===== src/rtl/switch_cfg_loader.sv =====
// Configuration loader for the 9x9 switch box: receives a framed, checksummed
// byte stream, validates all routing entries and commits them atomically.
module switch_cfg_loader #(
  parameter  int          NTB  = 5,
  parameter  int          NLR  = 4,
  parameter  int          EW   = 6,
  parameter  logic [7:0]  HDR  = 8'hA5,
  localparam int          NENT = 2*NTB + 2*NLR
) (
  input  logic                 clk,
  input  logic                 rst_n,
  input  logic                 cfg_valid,
  output logic                 cfg_ready,
  input  logic [7:0]           cfg_data,
  input  logic                 cfg_abort,
  output logic                 cfg_busy,
  output logic [NENT*EW-1:0]   cfg_out,
  output logic                 cfg_update,
  output logic                 cfg_done,
  output logic                 cfg_err,
  output logic [1:0]           err_code,
  output logic                 cfg_loaded
);

  localparam int CW = $clog2(NENT);

  localparam logic [2:0] SIDE_OFF   = 3'd0;
  localparam logic [2:0] SIDE_TOP   = 3'd1;
  localparam logic [2:0] SIDE_RIGHT = 3'd2;
  localparam logic [2:0] SIDE_BOT   = 3'd3;
  localparam logic [2:0] SIDE_LEFT  = 3'd4;

  localparam logic [2:0]    NTB3     = 3'(NTB);
  localparam logic [2:0]    NLR3     = 3'(NLR);
  localparam logic [CW-1:0] K_BOT    = CW'(NTB);
  localparam logic [CW-1:0] K_LEFT   = CW'(2*NTB);
  localparam logic [CW-1:0] K_RIGHT  = CW'(2*NTB + NLR);
  localparam logic [CW-1:0] K_LAST   = CW'(NENT - 1);

  localparam logic [1:0] ERR_CSUM  = 2'b01;
  localparam logic [1:0] ERR_INV   = 2'b10;
  localparam logic [1:0] ERR_ABORT = 2'b11;

  typedef enum logic [1:0] {ST_IDLE, ST_LOAD, ST_CSUM, ST_CHECK} state_t;

  state_t                     r_state, w_next;
  logic [CW-1:0]              r_cnt;
  logic [7:0]                 r_csum;
  logic                       r_inv;
  logic                       r_csum_bad;
  logic [NENT-1:0][EW-1:0]    r_shadow;
  logic [NENT*EW-1:0]         r_cfg_out;
  logic                       r_update;
  logic                       r_done;
  logic                       r_err;
  logic [1:0]                 r_err_code;
  logic                       r_loaded;
  logic                       w_xfer;
  logic                       w_entry_bad;

  // An entry is bad if reserved bits are set, the source is out of range, or
  // it routes a destination wire back onto itself.
  function automatic logic entry_bad(input logic [7:0] d, input logic [CW-1:0] k);
    logic [2:0] side, idx, own_side, own_idx;
    logic       bad;
    side = d[2:0];
    idx  = d[5:3];
    if (k < K_BOT) begin
      own_side = SIDE_TOP;   own_idx = 3'(k);
    end else if (k < K_LEFT) begin
      own_side = SIDE_BOT;   own_idx = 3'(k - K_BOT);
    end else if (k < K_RIGHT) begin
      own_side = SIDE_LEFT;  own_idx = 3'(k - K_LEFT);
    end else begin
      own_side = SIDE_RIGHT; own_idx = 3'(k - K_RIGHT);
    end
    bad = (d[7:6] != 2'b00);
    case (side)
      SIDE_OFF:              ;
      SIDE_TOP, SIDE_BOT:    if (idx >= NTB3) bad = 1'b1;
      SIDE_RIGHT, SIDE_LEFT: if (idx >= NLR3) bad = 1'b1;
      default:               bad = 1'b1;
    endcase
    if (side != SIDE_OFF && side == own_side && idx == own_idx) bad = 1'b1;
    return bad;
  endfunction

  assign w_xfer      = cfg_valid & cfg_ready;
  assign w_entry_bad = entry_bad(cfg_data, r_cnt);

  // NOTE: sequential state uses non-blocking assignments so every register
  // samples pre-edge values, independent of process evaluation order.
  always_ff @(posedge clk or negedge rst_n) begin
    if (!rst_n) r_state <= ST_IDLE;
    else        r_state <= w_next;
  end

  // NOTE: every combinational output gets a default first, so no path can
  // leave it unassigned and infer a latch.
  always_comb begin
    w_next = r_state;
    case (r_state)
      ST_IDLE:  if (w_xfer && cfg_data == HDR) w_next = ST_LOAD;
      ST_LOAD: begin
        if (cfg_abort)                    w_next = ST_IDLE;
        else if (w_xfer && r_cnt == K_LAST) w_next = ST_CSUM;
      end
      ST_CSUM: begin
        if (cfg_abort)   w_next = ST_IDLE;
        else if (w_xfer) w_next = ST_CHECK;
      end
      ST_CHECK: w_next = ST_IDLE;
      default:  w_next = ST_IDLE;
    endcase
  end

  always_comb begin
    cfg_ready = 1'b1;
    cfg_busy  = 1'b1;
    case (r_state)
      ST_IDLE:  cfg_busy  = 1'b0;
      ST_CHECK: cfg_ready = 1'b0;
      default:  ;
    endcase
  end

  // NOTE: the shadow array is reset along with everything else; a reset must
  // leave no stale routing that a later commit could expose.
  always_ff @(posedge clk or negedge rst_n) begin
    if (!rst_n) begin
      r_cnt      <= '0;
      r_csum     <= '0;
      r_inv      <= 1'b0;
      r_csum_bad <= 1'b0;
      r_shadow   <= '0;
      r_cfg_out  <= '0;
      r_update   <= 1'b0;
      r_done     <= 1'b0;
      r_err      <= 1'b0;
      r_err_code <= 2'b00;
      r_loaded   <= 1'b0;
    end else begin
      r_update <= 1'b0;
      r_done   <= 1'b0;
      r_err    <= 1'b0;
      case (r_state)
        ST_IDLE: begin
          if (w_xfer && cfg_data == HDR) begin
            r_cnt      <= '0;
            r_csum     <= '0;
            r_inv      <= 1'b0;
            r_csum_bad <= 1'b0;
          end
        end
        ST_LOAD: begin
          if (cfg_abort) begin
            r_err      <= 1'b1;
            r_err_code <= ERR_ABORT;
          end else if (w_xfer) begin
            r_shadow[r_cnt] <= cfg_data[EW-1:0];
            r_csum          <= r_csum ^ cfg_data;
            if (w_entry_bad)     r_inv <= 1'b1;
            if (r_cnt != K_LAST) r_cnt <= r_cnt + 1'b1;
          end
        end
        ST_CSUM: begin
          if (cfg_abort) begin
            r_err      <= 1'b1;
            r_err_code <= ERR_ABORT;
          end else if (w_xfer) begin
            r_csum_bad <= (cfg_data != r_csum);
          end
        end
        ST_CHECK: begin
          if (cfg_abort) begin
            r_err      <= 1'b1;
            r_err_code <= ERR_ABORT;
          end else if (r_inv) begin
            r_err      <= 1'b1;
            r_err_code <= ERR_INV;
          end else if (r_csum_bad) begin
            r_err      <= 1'b1;
            r_err_code <= ERR_CSUM;
          end else begin
            r_cfg_out <= r_shadow;
            r_update  <= 1'b1;
            r_done    <= 1'b1;
            r_loaded  <= 1'b1;
          end
        end
        default: ;
      endcase
    end
  end

  assign cfg_out    = r_cfg_out;
  assign cfg_update = r_update;
  assign cfg_done   = r_done;
  assign cfg_err    = r_err;
  assign err_code   = r_err_code;
  assign cfg_loaded = r_loaded;

endmodule

===== config.mk =====
export PLATFORM = sky130hd
export DESIGN_NAME = switch_cfg_loader
export DESIGN_NICKNAME = d
export VERILOG_FILES = /design/src/rtl/switch_cfg_loader.sv
export SDC_FILE = /design/constraint.sdc
export NUM_CORES = 1
export LEC_CHECK = 0
export BUFFER_PORTS_ARGS = -buffer_cell sky130_fd_sc_hd__buf_4
export CAP_MARGIN = 10
export CORE_ASPECT_RATIO = 0.6
export CORE_MARGIN = 2
export CORE_UTILIZATION = 45
export CTS_BUF_LIST = sky130_fd_sc_hd__clkbuf_16
export CTS_CLUSTER_SIZE = 8
export DETAILED_ROUTE_END_ITERATION = 8
export MAX_ROUTING_LAYER = met4
export PLACE_DENSITY_LB_ADDON = 0.12
export SLEW_MARGIN = 20
export SYNTH_ARGS = -nofsm -noshare
export SYNTH_HDL_FRONTEND = slang
export SYNTH_SLANG_ARGS = --single-unit

===== constraint.sdc =====
create_clock -name clk -period 2.1 [get_ports clk]
set_input_delay 0.21 -clock clk [delete_from_list [all_inputs] [get_ports clk]]
set_output_delay 0.21 -clock clk [all_outputs]
set_load 0.05 [all_outputs]

==> Word-level counts from Yosys, hierarchy flattened <==
Index checks and enable logic that the tools add are counted.
{ "word_totals": {"reg_bits": 238, "output_inout_bits": 116, "word_cells": 143} }
{ "op_classes": {"n_addsub": 4, "magnitude_cmp": 7, "n_eq_ne": 24, "mux": 52, "n_bitwise": 5, "reduce_logical": 23} }
{ "op_table": {"columns": ["cell", "n"], "rows": [
  ["$bwmux 108", 1],
  ["$demux 6 s5", 1],
  ["$mux 8", 3],
  ["$mux 5", 4],
  ["$mux 1", 19],
  ["$mux 2", 9],
  ["$mux 3", 6],
  ["$pmux 8 s2", 1],
  ["$ne 2x2->1 const B", 7],
  ["$reduce_and 4->1", 3],
  ["$lt 5x4->1 const B", 2],
  ["$pmux 5 s2", 1],
  ["$reduce_and 5->1", 2],
  ["$reduce_and 3->1", 3],
  ["$eq 8x8->1 const B", 1],
  ["$ne 8x8->1", 1],
  ["$pmux 2 s4", 1],
  ["$reduce_bool 2->1", 4],
  ["$xor 8x8->8", 1],
  ["$eq 3x2->1 const B", 2],
  ["$eq 3x3->1", 2],
  ["$ge 3x3->1 const B", 2],
  ["$lt 5x6->1 const B", 1],
  ["$mux 6", 1],
  ["other kinds (24)", 37]
]} }

==> Longest topological paths before layout <==
Gate-level depths: netlist of the first run.
{ "logic_depth": {"depth_word": 12, "mapped_depth": 8} }

==> Least setup slack after synthesis of the first run <==
Ideal clock, no wire load.
{ "synth_path": {"kind": "register to register", "start": "register r_state[0]", "end": "register r_cnt[0]", "setup_time_ps": 121, "arrival_ps": 2153, "setup_slack_ps": -174, "path_stages_with_launch": 8, "path_buffers": 1, "cell_sequence": "dfrtp_1 inv_1 ha_1 inv_1 nor2_1 o21ai_1 clkbuf_1 a22o_1"} }
{ "synth_between": {"elab_chain_len": 6, "word_cells_on_any_way": 13, "classes_between": "eq/ne: 6; mux: 2; bitwise: 1; reduce/logical: 4"} }
{ "synth_rtl": {"columns": ["element", "line", "rtl"], "rows": [
  ["from (decl)", "46", "state_t r_state, w_next;"],
  ["from (signal assigned)", "95", "else r_state <= w_next;"],
  ["$eq 2x2->1", "120", "case (r_state)"],
  ["$mux 1", "120", null],
  ["$and 1x1->1", "88", "assign w_xfer = cfg_valid & cfg_ready;"],
  ["$logic_and 1x1->1", "148", "if (w_xfer && cfg_data == HDR) begin"],
  ["$ne 2x2->1 (no line)", null, null],
  ["$reduce_and 5->1 (no line)", null, null],
  ["to (signal assigned)", "163", "if (r_cnt != K_LAST) r_cnt <= r_cnt + 1'b1;"],
  ["to (decl)", "47", "logic [CW-1:0] r_cnt;"]
]} }
Several ways; a longest one is shown, not always the timed one.
A chain may end at the register's enable or synchronous reset.

==> Final worst setup path of the first run <==
{ "layout_path": {"start": "register r_state[1]", "end": "register r_cfg_out[8], in the netlist cfg_out[8]"} }
{ "layout_between": {"elab_chain_len": 2} }
{ "layout_rtl": {"columns": ["element", "line", "rtl"], "rows": [
  ["$eq 2x2->1", "146", "case (r_state)"],
  ["$reduce_and 4->1 (no line)", null, null],
  ["to (signal assigned)", "185", "r_cfg_out <= r_shadow;"],
  ["to (decl)", "52", "logic [NENT*EW-1:0] r_cfg_out;"]
]} }
Every way passes these cells.

==> results of run 1 <==
[what timing repair did]
action                                 CTS  global route
hold buffers                             1             0
setup endpoints to repair               37           156
gates resized for setup                  4            28
pin swaps                                0             2
cloned                                   0             3
buffers inserted                         0             2
endpoints found under the hold margin   65             0
[power by group through the flow]
stage                     sequential, mW  clock, mW  combinational (mW)
after floorplan                     5.48          0                1.57
after global placement              5.59          0                2.20
final                               5.56       4.87                2.39
after detailed placement            5.62          0                2.28
after CTS                           5.55       4.98                2.30
after global routing                5.64       5.22                2.65
[metrics by stage]
stage	total power, mW	hold slack, ps	TNS (ps)
floorplan	7.05	-85.6	-6100
global placement	7.78	204	-582
detailed placement	7.90	218	-122
CTS	12.8	29.5	-330
global route	13.5	70.8	-813
finish	12.8	65.7	0
[per-layer routing]
layer / track usage [%] / vias up / routed length [um]
li1: - / 2859 / -
met1: 30.5 / 3245 / 11600
met2: 30.8 / 170 / 10100
met3: 3.97 / 30 / 1090
met4: 4.47 / 0 / 316
met5: - / - / 0
[worst max-delay path, delay by kind of cell (launching register included)]
kind / cells / cell delay (ps)
muxes: 1 / 320
DFF: 1 / 410
and+or+nand+nor: 2 / 460
adders and majority gates: 1 / 190
buffers and inverters: 4 / 520
[sequential cells by signal, indices dropped and copies added (netlist names)]
| signal | count |
|---|---|
| cfg_loaded | 1 |
| r_inv | 1 |
| r_csum_bad | 1 |
| r_cnt | 5 |
| r_shadow | 108 |
| cfg_done | 1 |
| cfg_err | 1 |
| r_csum | 8 |
| err_code | 2 |
| cfg_out | 108 |
| r_state | 2 |
[logic make-up (layout without fill, tap and decap cells)]
kind of cell | count (synthesis) | after routing | share of synthesized area (%)
AO/OA/AOI/OAI | 87 | 87 | 6.18
XOR/XNOR | 13 | 13 | 1.16
adder cells (fa/ha/maj) | 9 | 9 | 1.15
buffers and inverters | 64 | 237 | 2.66
flip-flops | 238 | 238 | 60.9
multiplexers | 202 | 202 | 23.2
AND/OR/NAND/NOR | 94 | 94 | 4.76
[final cells by class]
cell class | count | area (um^2)
fillers | 1675 | 8460
flip-flops and latches | 238 | 5960
multi-input cells | 405 | 3870
repair buffers | 180 | 1540
clock buffers | 37 | 926
well taps | 279 | 349
inverters | 19 | 78.8
clock inverters | 1 | 3.75
[cells in the final DEF, fill, tap and decap left out, types with 4 or more instances in the layout]
| master | instances |
|---|---|
| sky130_fd_sc_hd__a21oi_1 | 6 |
| sky130_fd_sc_hd__a22o_1 | 13 |
| sky130_fd_sc_hd__buf_12 | 9 |
| sky130_fd_sc_hd__buf_4 | 163 |
| sky130_fd_sc_hd__clkbuf_16 | 40 |
| sky130_fd_sc_hd__dfrtp_1 | 235 |
| sky130_fd_sc_hd__ha_1 | 6 |
| sky130_fd_sc_hd__inv_1 | 17 |
| sky130_fd_sc_hd__mux2_1 | 129 |
| sky130_fd_sc_hd__mux2_2 | 21 |
| sky130_fd_sc_hd__mux2_4 | 51 |
| sky130_fd_sc_hd__nand2_1 | 29 |
| sky130_fd_sc_hd__nand2_2 | 9 |
| sky130_fd_sc_hd__nand2b_1 | 6 |
| sky130_fd_sc_hd__nand3_1 | 5 |
| sky130_fd_sc_hd__nand3_2 | 4 |
| sky130_fd_sc_hd__nor2_1 | 10 |
| sky130_fd_sc_hd__nor3_1 | 4 |
| sky130_fd_sc_hd__o2111ai_1 | 9 |
| sky130_fd_sc_hd__o21ai_0 | 6 |
| sky130_fd_sc_hd__o21ai_1 | 32 |
| sky130_fd_sc_hd__o22ai_1 | 4 |
| sky130_fd_sc_hd__xnor2_1 | 12 |
[worst paths after layout]
kind / from / end / slack, ps / depth (start not counted)
worst max-delay path: r_state[1] / cfg_out[8] / 70 / 8
worst min-delay path: cfg_abort / cfg_err / 70 / 3
worst max register to register: r_state[1] / cfg_out[8] / 70 / 8
worst min register to register: cfg_out[90] / cfg_out[90] / 480 / 1
max in group asynchronous: rst_n / r_state[0] / 1070 / 3
min in group asynchronous: rst_n / cfg_out[88] / 300 / 2
==> impl_results.rst, run 1 <==
.. list-table::
   :header-rows: 1

   * - Metric
     - Value
   * - Failing checks
     - DRC
   * - Final layout net count
     - 900
   * - Sort of element at the end of the critical path
     - flop
   * - Highest cell delay on the worst timing path
     - just over 400 ps
   * - TritonCTS Sinks
     - approximately 240
   * - Design Area, Final
     - ~13000 um^2
   * - Worst min-delay path category
     - input pin to flop
   * - Cell with the most instances after synthesis
     - sky130_fd_sc_hd__dfrtp_1
   * - Ys async rst share
     - 100%
   * - Worst-case setup slack after placement
     - -16.5 ps
   * - Vias per inst
     - approximately 5.4
   * - Total via count in the routed design
     - roughly 6300
   * - Synth-to-layout area growth
     - 30.1%
   * - Mapped cell area
     - about 10000 um^2
   * - Proportion of power drawn by the clock network
     - between 30 and 40%
   * - Pre-antenna DRT Iters
     - 7
   * - H-tree depth
     - 2
   * - Crit Path Class
     - flop to flop
   * - Pin count of the biggest net entering global routing
     - 73
   * - Internal Dissipation
     - between 9 and 10 mW
   * - Area share of the largest cell type after synthesis
     - 60.9%
   * - Number of maximum-capacitance violations
     - 0
   * - Mean area per synthesized cell
     - between 10 and 15 um^2
   * - Max clock buf depth
     - 3
   * - Worst-case vdd ir drop
     - around 500 uV
   * - Vias in the first global route
     - between 6000 and 7000
   * - Average wire length per cell after detail routing
     - between 15 and 20 um
   * - Cell chain of the critical path
     - ha_4 > clkinvlp_4 > or3_4 > nor2_4 > buf_12 > buf_12 > buf_4 > mux2_1
   * - Sequential cell area fraction in the yosys report
     - 60.9%
   * - Unrepaired setup endpoints after global routing
     - yes
   * - Number of DRC markers in iteration 0
     - 297
   * - Commonest cells in the synthesized netlist
     - 238 x sky130_fd_sc_hd__dfrtp_1, 180 x sky130_fd_sc_hd__mux2_1, 38 x sky130_fd_sc_hd__nand2_1, 32 x sky130_fd_sc_hd__o21ai_1, 28 x sky130_fd_sc_hd__clkbuf_1
   * - Startpoint type of the worst setup path
     - flop
   * - Dominant cells by area after synthesis
     - sky130_fd_sc_hd__dfrtp_1 61%, sky130_fd_sc_hd__mux2_1 21%, sky130_fd_sc_hd__mux2_2 2.4%, sky130_fd_sc_hd__o21ai_1 1.6%, sky130_fd_sc_hd__nand2_1 1.5%
   * - Remaining DRCs
     - 8
   * - Transition time at the pin with the least slew margin
     - 590 ps
   * - Cell repeated most along the worst path
     - sky130_fd_sc_hd__buf_12
   * - Synth unique cells
     - 49
   * - Run status
     - complete, but fails checks
   * - Post-synth EDFFs
     - 0
   * - Ant. Diodes
     - 0
   * - CTS tree
     - built
   * - Net count after synthesis
     - approximately 730
   * - NetSw
     - 3.56 mW
   * - Req. time, crit path
     - ~2500 ps
   * - Portion of total power attributed to combinational logic
     - between 10% and 20%
   * - DIE WIDTH
     - between 150 and 200 um
   * - Upper clock frequency limit
     - approximately 0.49 GHz
   * - Global-route wire length before repair
     - roughly 37 mm
   * - CP max stage cell
     - sky130_fd_sc_hd__dfrtp_1
   * - Total CTS buffers
     - 35
   * - Flip-flop and latch count after synthesis
     - between 200 and 250
   * - Grt total ovfl
     - 0
   * - Hold Vio Cnt, Final
     - 0
   * - Crit-path max FO
     - 7
   * - Top-level I/O count
     - 128
   * - Instance count of the mapped netlist
     - between 700 and 800
   * - Final critical-path required period
     - 2030 ps
   * - Initial standard-cell utilization of the core
     - between 40 and 50%
   * - Cell Count, Final, Fillers Out
     - around 1200
   * - Headroom to the max-slew limit
     - approximately 61%
   * - Sequential power share
     - between 40% and 50%
   * - Critical path data arrival time
     - ~2400 ps
   * - Power density relative to cell area
     - around 1000 nW/um^2
   * - GPL Wtd Cong
     - 0.862
   * - Die area
     - roughly 23000 um^2
   * - Final setup violation count
     - 0
   * - Clock transition at the registers of the reported paths
     - 50 ps
   * - Core Footprint
     - 21200 um^2
   * - Setup skew after layout
     - 6.15 ps
   * - Cell type with the largest total area after synthesis
     - sky130_fd_sc_hd__dfrtp_1
   * - Placed cell count
     - about 1100
   * - Share of final-layout standard cells stronger than drive strength 1
     - between 30% and 40%
   * - Clk Tree Root Cell
     - sky130_fd_sc_hd__clkbuf_16
   * - Global Route Usage Sum
     - between 20% and 30%
   * - Placed wire-length estimate
     - ~15 mm
   * - Worst Setup Slack, final
     - between 60 and 70 ps
   * - Flip-flop cell with the highest count after synthesis
     - sky130_fd_sc_hd__dfrtp_1
   * - Floorplan row count
     - between 40 and 50
   * - Switching Share
     - ~28%
   * - Total of warnings raised by yosys
     - 0
   * - Placed Area
     - roughly 12000 um^2
   * - Max-slew violation total from the final report
     - 0
   * - Final WL
     - approximately 23 mm
   * - Final core utilization
     - between 60 and 70%
   * - Antenna violations before repair
     - 0
   * - Clock insertion delay at the later pin of the skew report
     - 480 ps
   * - Die Ht
     - between 100 and 150 um
   * - Period Utilization, post-route
     - between 90% and 100%
   * - ANT nets after route
     - 0
   * - Count of port buffers added during placement
     - ~130
   * - Leakage power figure
     - around 6.4 nW
(Power assumes the default switching activity.)
==> inputs of run 2 (changes only) <==
--- a/config.mk
+++ b/config.mk
@@ -9,7 +9,7 @@
 export CAP_MARGIN = 10
 export CORE_ASPECT_RATIO = 0.6
 export CORE_MARGIN = 2
-export CORE_UTILIZATION = 45
+export CORE_UTILIZATION = 52
 export CTS_BUF_LIST = sky130_fd_sc_hd__clkbuf_16
 export CTS_CLUSTER_SIZE = 8
 export DETAILED_ROUTE_END_ITERATION = 8
==> run 2 against run 1 <==
The flow finishes with violations (setup timing). Maximum frequency shrank 4.0%. Non-clock buffer count grew 24. Register-to-register slack lost 90 ps. Cell count is 1.2% lower. Highest routed layer unchanged.
==> impl_results.rst, run 2 (same netlist as run 1, synthesis figures left out) <==
.. list-table::
   :header-rows: 1

   * - Metric
     - Value
   * - H-tree depth
     - 2 (unchanged)
   * - Transition time at the pin with the least slew margin
     - 453 ps (was 590 ps)
   * - Max clock buf depth
     - 3 (unchanged)
   * - Final critical-path required period
     - 2120 ps (was 2030 ps)
   * - Leakage power figure
     - 6.58 nW (was 6.42 nW)
   * - Floorplan row count
     - 38 (was 41)
   * - Buf/Inv on CP
     - 4 (unchanged)
   * - Number of maximum-capacitance violations
     - 0 (unchanged)
   * - Pre-antenna DRT Iters
     - 5 (was 7)
   * - Number of fill cells
     - 1198 (was 1675)
   * - Startpoint type of the worst setup path
     - flop (unchanged)
   * - Worst-case vdd ir drop
     - 633 uV (was 498 uV)
   * - CP max stage cell
     - sky130_fd_sc_hd__dfrtp_2 (was sky130_fd_sc_hd__dfrtp_1)
   * - Ant. Diodes
     - 0 (unchanged)
   * - Total via count in the routed design
     - 6455 (was 6304)
   * - Sort of element at the end of the critical path
     - flop (unchanged)
   * - Failing checks
     - setup timing (was DRC)
   * - Worst Setup Slack, final
     - -17.5 ps (was 67.9 ps)
   * - Vias per inst
     - 5.64 (was 5.44)
   * - Clk Tree Root Cell
     - sky130_fd_sc_hd__clkbuf_16 (unchanged)
   * - TritonCTS Sinks
     - 238 (unchanged)
   * - Global Route Usage Sum
     - 24.3% (was 21.0%)
   * - Design Area, Final
     - 13100 um^2 (was 12700 um^2)
   * - Total CTS buffers
     - 35 (unchanged)
   * - Req. time, crit path
     - 2470 ps (was 2460 ps)
   * - Count of port buffers added during placement
     - 127 (unchanged)
   * - Initial standard-cell utilization of the core
     - 53.6% (was 46.2%)
   * - CTS tree
     - built (unchanged)
   * - Final setup violation count
     - 4 (was 0)
   * - Remaining DRCs
     - 0 (was 8)
   * - GPL Wtd Cong
     - 0.842 (was 0.862)
   * - Most used cells in the layout excluding fill and tap cells
     - 237 x sky130_fd_sc_hd__dfrtp_1, 171 x sky130_fd_sc_hd__buf_4, 105 x sky130_fd_sc_hd__mux2_1, 84 x sky130_fd_sc_hd__mux2_4, 41 x sky130_fd_sc_hd__clkbuf_16 (was 235 x sky130_fd_sc_hd__dfrtp_1, 163 x sky130_fd_sc_hd__buf_4, 129 x sky130_fd_sc_hd__mux2_1, 51 x sky130_fd_sc_hd__mux2_4, 40 x sky130_fd_sc_hd__clkbuf_16)
   * - Clock transition at the registers of the reported paths
     - 60 ps (was 50 ps)
   * - Clock insertion delay at the later pin of the skew report
     - 490 ps (was 480 ps)
   * - ANT nets after route
     - 0 (unchanged)
   * - Number of DRC markers in iteration 0
     - 518 (was 297)
   * - Max-slew violation total from the final report
     - 0 (unchanged)
   * - DIE WIDTH
     - 181 um (was 194 um)
   * - Overall power
     - 12.9 mW (was 12.8 mW)
   * - Setup skew after layout
     - 17.4 ps (was 6.15 ps)
   * - Share of final-layout standard cells stronger than drive strength 1
     - 40.9% (was 36.6%)
   * - Global-route wire length before repair
     - 36.4 mm (was 37.0 mm)
   * - Final WL
     - 23.4 mm (was 23.1 mm)
   * - Sum Neg Setup Slack
     - -42.6 ps (was 0 ps)
   * - Crit-path max FO
     - 8 (was 7)
   * - Average wire length per cell after detail routing
     - 20.5 um (was 19.9 um)
   * - Die area
     - 20000 um^2 (was 23000 um^2)
   * - Placed cell count
     - 1091 (was 1115)
   * - Area taken by multi-input logic gates
     - 4000 um^2 (was 3870 um^2)
   * - Crit Path Class
     - flop to flop (unchanged)
   * - Grt total ovfl
     - 0 (unchanged)
   * - Placed Area
     - 11700 um^2 (was 11600 um^2)
   * - Synth-to-layout area growth
     - 34.0% (was 30.1%)
   * - Period Utilization, post-route
     - 101% (was 96.8%)
   * - Top Family by Delay on Critical Path
     - buffers and inverters (unchanged)
   * - Pin count of the biggest net entering global routing
     - 87 (was 73)
   * - Area of all sequential standard cells
     - 5960 um^2 (about the same)
   * - Placed wire-length estimate
     - 14.8 mm (was 15.3 mm)
   * - Unrepaired setup endpoints after global routing
     - yes (unchanged)
   * - Vias in the first global route
     - 6697 (was 6577)
   * - Most common library cell in the layout ignoring fill and taps
     - sky130_fd_sc_hd__dfrtp_1 (unchanged)
   * - Core Footprint
     - 18300 um^2 (was 21200 um^2)
   * - Power density relative to cell area
     - 983 nW/um^2 (was 1010 nW/um^2)
   * - Final core utilization
     - 71.8% (was 60.1%)
   * - Final layout net count
     - 924 (was 900)
   * - Hold Vio Cnt, Final
     - 0 (unchanged)
   * - Cell Count, Final, Fillers Out
     - 1145 (was 1159)
   * - Run status
     - complete, but fails checks (unchanged)
   * - Highest cell delay on the worst timing path
     - 410 ps (about the same)
   * - Upper clock frequency limit
     - 0.472 GHz (was 0.492 GHz)
   * - Worst-case setup slack after placement
     - -69.7 ps (was -16.5 ps)
   * - Antenna violations before repair
     - 0 (unchanged)
   * - Flop2flop setup slack
     - -20 ps (was 70 ps)
   * - Top-level I/O count
     - 128 (unchanged)
   * - Worst min-delay path category
     - input pin to flop (unchanged)
   * - Critical path data arrival time
     - 2490 ps (was 2390 ps)
   * - Cell chain of the critical path
     - ha_4 > clkinvlp_4 > or3_4 > nor2_4 > buf_6 > clkbuf_16 > buf_4 > mux2_2 (was ha_4 > clkinvlp_4 > or3_4 > nor2_4 > buf_12 > buf_12 > buf_4 > mux2_1)
   * - Headroom to the max-slew limit
     - 69.4% (was 60.7%)
   * - Worst hold slack after final layout
     - 32.1 ps (was 65.7 ps)
   * - Die Ht
     - 110 um (was 118 um)
## run 2: cell count changes in the layout (fill, tap and decap cells not counted), sizes merged
cell and change:
buf +22, clkbuf +1, clkinv +1, inv +1
## run 2: report_power, final
part	internal [mW]	leakage (nW)	switching, mW	total (mW)
Clock	3.01	0.457	1.84	4.85
Combinational	1.11	2.86	1.37	2.47
Sequential	5.13	3.26	0.427	5.56
## run 2: final cells by class
class	count	area share, %
inverters	19	0.601
clock buffers	36	6.87
repair buffers	204	14.1
multi-input cells	405	30.5
flip-flops and latches	238	45.4
well taps	240	2.29
clock inverters	3	0.220
## run 2: final timing paths
kind,from,endpoint,cells after the start
hold / removal,cfg_abort,cfg_err,3
setup / recovery,r_state[0],cfg_out[45],8
min in group asynchronous,rst_n,cfg_out[88],2
hold reg to reg,cfg_loaded,cfg_loaded,1
setup reg to reg,r_state[0],cfg_out[45],8
max in group asynchronous,rst_n,cfg_out[3],3
## run 2: what timing repair did
| action | CTS | global route |
|---|---|---|
| setup endpoints to repair | 88 | 185 |
| hold buffers | 1 | 0 |
| cloned | 1 | 5 |
| resized for setup | 9 | 72 |
| hold endpoints to repair | 49 | 0 |
| pin swaps | 1 | 3 |
| buffers inserted | 5 | 3 |
## run 2: worst min-delay path, cell delays in order
cell and delay, ps:
sky130_fd_sc_hd__buf_4 140, sky130_fd_sc_hd__nand2_1 60, sky130_fd_sc_hd__a21oi_1 50
## run 2: per-layer routing
metal  wire [um]  GRT usage [%]  vias up
met4         296           6.62        0
met1       11300           34.6     3293
met5           0              -        -
met2       10500           36.6      232
li1            -              -     2897
met3        1340           3.94       33
